===== src/rtl/gtp_arb_pkg.sv =====
// Shared types and helpers for the GTP TX arbiter: FSM states, tag header layout
// and the round-robin pick used when a new packet is granted.
package gtp_arb_pkg;

    typedef enum logic [1:0] {
        ST_IDLE = 2'd0,
        ST_HDR  = 2'd1,
        ST_DATA = 2'd2
    } arb_state_e;

    localparam logic [7:0] HDR_MAGIC_DEFAULT = 8'hA5;
    localparam int         HDR_MAGIC_LSB     = 24;
    localparam int         HDR_SRC_LSB       = 8;
    localparam int         SRC_W             = 3;
    localparam int         MAX_SRC           = 8;

    // Tag word: magic in [31:24], source index in [10:8], every other bit zero.
    function automatic logic [31:0] build_hdr(input logic [7:0] magic,
                                              input logic [SRC_W-1:0] src);
        logic [31:0] hdr;
        hdr = '0;
        hdr[HDR_MAGIC_LSB +: 8]     = magic;
        hdr[HDR_SRC_LSB +: SRC_W]   = src;
        return hdr;
    endfunction

    // First requester at index >= ptr, searching modulo num_src. Returns ptr if none.
    function automatic logic [SRC_W-1:0] rr_pick(input logic [MAX_SRC-1:0] req,
                                                 input logic [SRC_W-1:0]   ptr,
                                                 input logic [3:0]         num_src);
        logic [3:0]       idx;
        logic             found;
        logic [SRC_W-1:0] pick;
        found = 1'b0;
        pick  = ptr;
        for (int i = 0; i < MAX_SRC; i++) begin
            idx = {1'b0, ptr} + 4'(i);
            if (idx >= num_src) begin
                idx = idx - num_src;
            end
            if (!found && (4'(i) < num_src) && req[idx[SRC_W-1:0]]) begin
                found = 1'b1;
                pick  = idx[SRC_W-1:0];
            end
        end
        return pick;
    endfunction

endpackage


===== src/rtl/sync_2ff.sv =====
// Multi-flop level synchroniser for slow status bits crossing into the local clock.
// Reused for any user_clk -> core_clk status signal.
module sync_2ff #(
    parameter int SYNC_STAGES = 2
) (
    input  logic clk,
    input  logic rst,
    input  logic d,
    output logic q
);

    logic [SYNC_STAGES-1:0] sync_q;
    logic [SYNC_STAGES-1:0] sync_d;

    always_comb begin
        sync_d = {sync_q[SYNC_STAGES-2:0], d};
    end

    // NOTE: sequential state uses non-blocking assignments so every flop samples pre-edge values.
    always_ff @(posedge clk or posedge rst) begin
        if (rst) begin
            sync_q <= '0;
        end else begin
            sync_q <= sync_d;
        end
    end

    assign q = sync_q[SYNC_STAGES-1];

endmodule


===== src/rtl/gtp_tx_arbiter.sv =====
// Packet-granular round-robin arbiter sharing the Aurora TX stream among NUM_SRC
// AXI-stream requesters; each granted packet is preceded by one tag header word.
module gtp_tx_arbiter
    import gtp_arb_pkg::*;
#(
    parameter int         NUM_SRC     = 4,
    parameter logic [7:0] HDR_MAGIC   = HDR_MAGIC_DEFAULT,
    parameter int         SYNC_STAGES = 2
) (
    input  logic                  core_clk,
    input  logic                  reset,
    input  logic                  channel_up_async,
    input  logic [NUM_SRC*32-1:0] s_tdata,
    input  logic [NUM_SRC-1:0]    s_tvalid,
    input  logic [NUM_SRC-1:0]    s_tlast,
    output logic [NUM_SRC-1:0]    s_tready,
    output logic [31:0]           m_tdata,
    output logic                  m_tvalid,
    output logic                  m_tlast,
    input  logic                  m_tready,
    output logic [2:0]            grant_id,
    output logic                  busy,
    output logic                  link_up,
    output logic [15:0]           pkt_cnt
);

    localparam logic [3:0]       NSRC     = 4'(NUM_SRC);
    localparam logic [SRC_W-1:0] LAST_SRC = SRC_W'(NUM_SRC - 1);

    arb_state_e       state_q, state_d;
    logic [SRC_W-1:0] rr_ptr_q, rr_ptr_d;
    logic [SRC_W-1:0] grant_id_q, grant_id_d;
    logic [15:0]      pkt_cnt_q, pkt_cnt_d;

    logic [MAX_SRC-1:0] req_pad;
    logic [31:0]        sel_tdata;
    logic               sel_tvalid;
    logic               sel_tlast;

    sync_2ff #(
        .SYNC_STAGES (SYNC_STAGES)
    ) u_link_sync (
        .clk (core_clk),
        .rst (reset),
        .d   (channel_up_async),
        .q   (link_up)
    );

    // NOTE: every always_comb output gets a default first so no path can infer a latch.
    always_comb begin
        req_pad              = '0;
        req_pad[NUM_SRC-1:0] = s_tvalid;
        sel_tdata            = '0;
        sel_tvalid           = 1'b0;
        sel_tlast            = 1'b0;
        for (int i = 0; i < NUM_SRC; i++) begin
            if (grant_id_q == SRC_W'(i)) begin
                sel_tdata  = s_tdata[i*32 +: 32];
                sel_tvalid = s_tvalid[i];
                sel_tlast  = s_tlast[i];
            end
        end
    end

    always_comb begin
        state_d    = state_q;
        rr_ptr_d   = rr_ptr_q;
        grant_id_d = grant_id_q;
        pkt_cnt_d  = pkt_cnt_q;
        case (state_q)
            ST_IDLE: begin
                // Requester valids are only looked at here, and only while the link is up.
                if (link_up && (|s_tvalid)) begin
                    grant_id_d = rr_pick(req_pad, rr_ptr_q, NSRC);
                    state_d    = ST_HDR;
                end
            end
            ST_HDR: begin
                if (m_tready) begin
                    state_d = ST_DATA;
                end
            end
            ST_DATA: begin
                if (sel_tvalid && m_tready && sel_tlast) begin
                    pkt_cnt_d = pkt_cnt_q + 16'd1;
                    rr_ptr_d  = (grant_id_q == LAST_SRC) ? '0 : grant_id_q + 1'b1;
                    state_d   = ST_IDLE;
                end
            end
            default: begin
                state_d = ST_IDLE;
            end
        endcase
    end

    always_ff @(posedge core_clk or posedge reset) begin
        if (reset) begin
            state_q    <= ST_IDLE;
            rr_ptr_q   <= '0;
            grant_id_q <= '0;
            pkt_cnt_q  <= '0;
        end else begin
            state_q    <= state_d;
            rr_ptr_q   <= rr_ptr_d;
            grant_id_q <= grant_id_d;
            pkt_cnt_q  <= pkt_cnt_d;
        end
    end

    // DATA is a pure pass-through so the source alone owns AXI stability there.
    always_comb begin
        m_tvalid = 1'b0;
        m_tlast  = 1'b0;
        m_tdata  = '0;
        s_tready = '0;
        case (state_q)
            ST_HDR: begin
                m_tvalid = 1'b1;
                m_tdata  = build_hdr(HDR_MAGIC, grant_id_q);
            end
            ST_DATA: begin
                m_tvalid = sel_tvalid;
                m_tlast  = sel_tlast;
                m_tdata  = sel_tdata;
                for (int i = 0; i < NUM_SRC; i++) begin
                    s_tready[i] = (grant_id_q == SRC_W'(i)) && m_tready;
                end
            end
            default: begin
                m_tvalid = 1'b0;
            end
        endcase
    end

    assign grant_id = grant_id_q;
    assign busy     = (state_q != ST_IDLE);
    assign pkt_cnt  = pkt_cnt_q;

endmodule


===== config.mk =====
export PLATFORM = sky130hd
export DESIGN_NAME = gtp_tx_arbiter
export DESIGN_NICKNAME = d
export VERILOG_FILES = /design/src/rtl/gtp_arb_pkg.sv /design/src/rtl/sync_2ff.sv /design/src/rtl/gtp_tx_arbiter.sv
export SDC_FILE = /design/constraint.sdc
export NUM_CORES = 1
export LEC_CHECK = 0
export BUFFER_PORTS_ARGS = -buffer_cell sky130_fd_sc_hd__buf_2
export CORE_MARGIN = 4
export CORE_UTILIZATION = 37
export DETAILED_ROUTE_END_ITERATION = 6
export HOLD_SLACK_MARGIN = 0.08
export MAX_ROUTING_LAYER = met4
export PLACE_DENSITY_LB_ADDON = 0.2
export SYNTH_ARGS = -nofsm -noshare
export SYNTH_HDL_FRONTEND = slang
export SYNTH_SLANG_ARGS = --single-unit

===== constraint.sdc =====
create_clock -name core_clk -period 2.6 [get_ports core_clk]
set_input_delay 0.26 -clock core_clk [delete_from_list [all_inputs] [get_ports core_clk]]
set_output_delay 0.26 -clock core_clk [all_outputs]
set_load 0.005 [all_outputs]

==> results.toml <==
[sta]
setup_viol = 0
worst_slack_ns = 0.03495
hold_viol = 0
fin_skew_ns = 0.005958
drv_slew = 0
slew_headroom = 0.3617
rsz0062_at_grt = "yes"
timing.fmax_ghz = 0.3899
finalCriticalPeriod_ns = 2.565
worst-slew-pin-transition_ns = 0.9563
final.setup.tns_ns = 0
final.period_utilization = 0.9866

[yosys]
async_reset_ff_frac = 1.000
netlist_instances = 369
synth_flop_cell = "dfrtp_1"
yosys_warnings = 0
yosysTopAreaCellShare = 0.2436
syn_area_mm2 = 0.002671
ys_seq_area_frac = 0.2436
synth_cell_types = 45
syn_avg_cell_area_um2 = 7.239
synthTopCellsByCount = "63 x nor2_1, 40 x nor3_1, 35 x a21oi_1"
synth-edff-count = 0
synth_area_leaders = "dfrtp_1 24%, a221oi_1 10%, nor2_1 8.9%, nor3_1 7.5%, a21oi_1 6.6%"
ys_ff_latch = 26
yosysMostFrequentCell = "nor2_1"
yosysTopAreaCell = "dfrtp_1"
syn-num-nets = 520

[layout]
nNetsFinal = 712
fin_area_mm2 = 0.004026
diodes = 0
drive_above_1_share = 0.4268
area_growth_pct = 50.73

[grt]
grt.overflow.total = 0
antenna_found_initial = 0
grtUsageMet1 = 0.3127
grt_pass1_wl_um = 17240
grt_use_met3 = 0.03057
grtUsageTotal = 0.2474
grt_max_degree = 64
grt_pass1_vias = 3464
gr-usage-met2 = 0.4229
top_usage_layer = "met2"

[power_and_ir_drop]
p_per_area_mw_per_mm2 = 1023
vdd_drop_max_v = 0.0004228
p_total_w = 0.004119
cellLeakagePower_nw = 2.092

[clock_tree]
cts_root_buffer = "clkbuf_8"
clk_pin_slew_ns = 0.09
cts_buffers = 3
cts_tree = "built"
cts.sinks = 26
worstSkewPairLatency_ns = 0.27
h-tree-depth = 1
cts.path.max_buffers = 2

[route]
drt-initial-drc-count = 312
vias = 3666
ant_nets = 0
via_per_inst = 5.588
wirelength_um = 11440
post-route-drc-count = 0
first_pass_iters = 5
wl_per_cell_um = 17.43

[critical_path]
worstPathRequired_ns = 2.75
crit_fanout = 6
timing.critical_path.to_type = "register"
critPathKind = "register to register"
start_kind = "register"
r2r_slack_ns = 0.03
arrival_ns = 2.72
r2r_cells = 7

[placed_design]
dpl_cell_area_mm2 = 0.003824
dp_worst_setup_slack_ns = -0.1071
gp_congestion = 0.9297
place_hpwl_um = 8776
portBuffers = 198

[die]
dieArea_mm2 = 0.008643
initial_core_util = 0.3868
die_x_um = 92.97
core_mm2 = 0.006907
fp-row-count = 30
die_h_um = 92.97
ios = 199

[run]
maxCapViolCount = 0

[status]
status = "completed"

[worst_hold_path]
hp-class = "input pin to async pin"
[area by class of cell]
cell class	instances	area [um^2]
inverters	15	56.30
clock buffers	3	41.29
repair buffers	217	1211
fillers	694	2880
clock inverters	1	30.03
flip-flops and latches	26	651.9
well taps	96	120.1
multi-input cells	298	1916
[per-stage QoR]
stage	util	std cells	hold slack (ns)
2_1_floorplan	-	369	0.2914
3_3_place_gp	0.5536	646	0.3534
3_5_place_dp	0.5536	646	0.3629
4_1_cts	0.5694	653	0.2288
5_1_grt	0.5830	656	0.2990
6_report	0.5830	656	0.1944
[power by group]
part	total (W)	switching (W)	internal [W]
Clock	0.000328	0.000122	0.000206
Combinational	0.00321	0.00177	0.00144
Sequential	0.000582	0.000100	0.000482
Total	0.00412	0.00200	0.00212
[timing repair]
action / in CTS / in global routing
buffers inserted: 2 / 2
pin swaps: 2 / 2
cloned: 0 / 1
hold buffers: 1 / 0
endpoints found under the hold margin: 1 / 0
endpoints found under the setup margin: 3 / 16
gates resized for setup: 6 / 12
[worst paths after layout]
path / start / to
min in group core_clk: m_tready / state_q[1]$_DFFE_PP0P_
max reg2reg: grant_id[0]$_DFFE_PP0P_ / state_q[0]$_DFFE_PP0P_
max: grant_id[0]$_DFFE_PP0P_ / state_q[0]$_DFFE_PP0P_
min reg2reg: u_link_sync.sync_q[0]$_DFF_PP0_ / u_link_sync.sync_q[1]$_DFF_PP0_
max in group asynchronous: reset / grant_id[0]$_DFFE_PP0P_
min: reset / rr_ptr_q[2]$_DFFE_PP0P_
[routing by layer]
metal / part of all wire / wire length, um
met5: 0 / 0
met4: 0.021 / 242
met2: 0.50 / 5698
met1: 0.40 / 4549
met3: 0.083 / 947
[kinds of logic after synthesis]
kind of cell             after synthesis  synth area share
adder cells (fa/ha/maj)               11           0.05152
AO/OA/AOI/OAI                        104            0.2749
AND/OR/NAND/NOR                      160            0.2782
multiplexers                           8           0.03513
buffers and inverters                 45           0.06744
flip-flops                            26            0.2436
XOR/XNOR                              15           0.04918
[flip-flops by register name, summed over array words and instances (netlist names)]
register and count:
grant_id 3, pkt_cnt 16, rr_ptr_q 3, state_q 2, u_link_sync.sync_q 2
[placed cells by master, fill, tap and decap left out, types with 2 or more instances in the layout]
| master | n |
|---|---|
| ha_1 | 8 |
| and3_1 | 3 |
| nor2_1 | 63 |
| xnor2_1 | 7 |
| nor2b_2 | 2 |
| buf_12 | 4 |
| nand4_1 | 5 |
| o21a_1 | 2 |
| o21ai_1 | 3 |
| buf_2 | 198 |
| nor3_2 | 4 |
| xor2_1 | 8 |
| a21oi_1 | 35 |
| nor4_2 | 2 |
| dfrtp_1 | 25 |
| nor3b_1 | 2 |
| o22ai_1 | 4 |
| nand2_1 | 20 |
| a221o_1 | 2 |
| nand3_1 | 9 |
| a211o_1 | 2 |
| buf_4 | 12 |
| clkbuf_8 | 3 |
| nor4_1 | 2 |
| o21ai_0 | 8 |
| nand2b_1 | 3 |
| o211ai_1 | 2 |
| inv_1 | 14 |
| a2111o_1 | 2 |
| nor3_1 | 36 |
| a32o_1 | 2 |
| mux2i_1 | 6 |
| and4_1 | 2 |
| ha_2 | 2 |
| or2_2 | 2 |
| a221oi_1 | 32 |
[worst max-delay path, stage by stage (launching register included)]
cell and delay (ns):
dfrtp_2 0.46, inv_2 0.11, ha_2 0.23, a21oi_1 0.06
a2111o_1 0.49, a2111oi_1 0.62, o21ai_1 0.16, mux2_1 0.33
No activity file was read; power rests on OpenSTA's default activity.
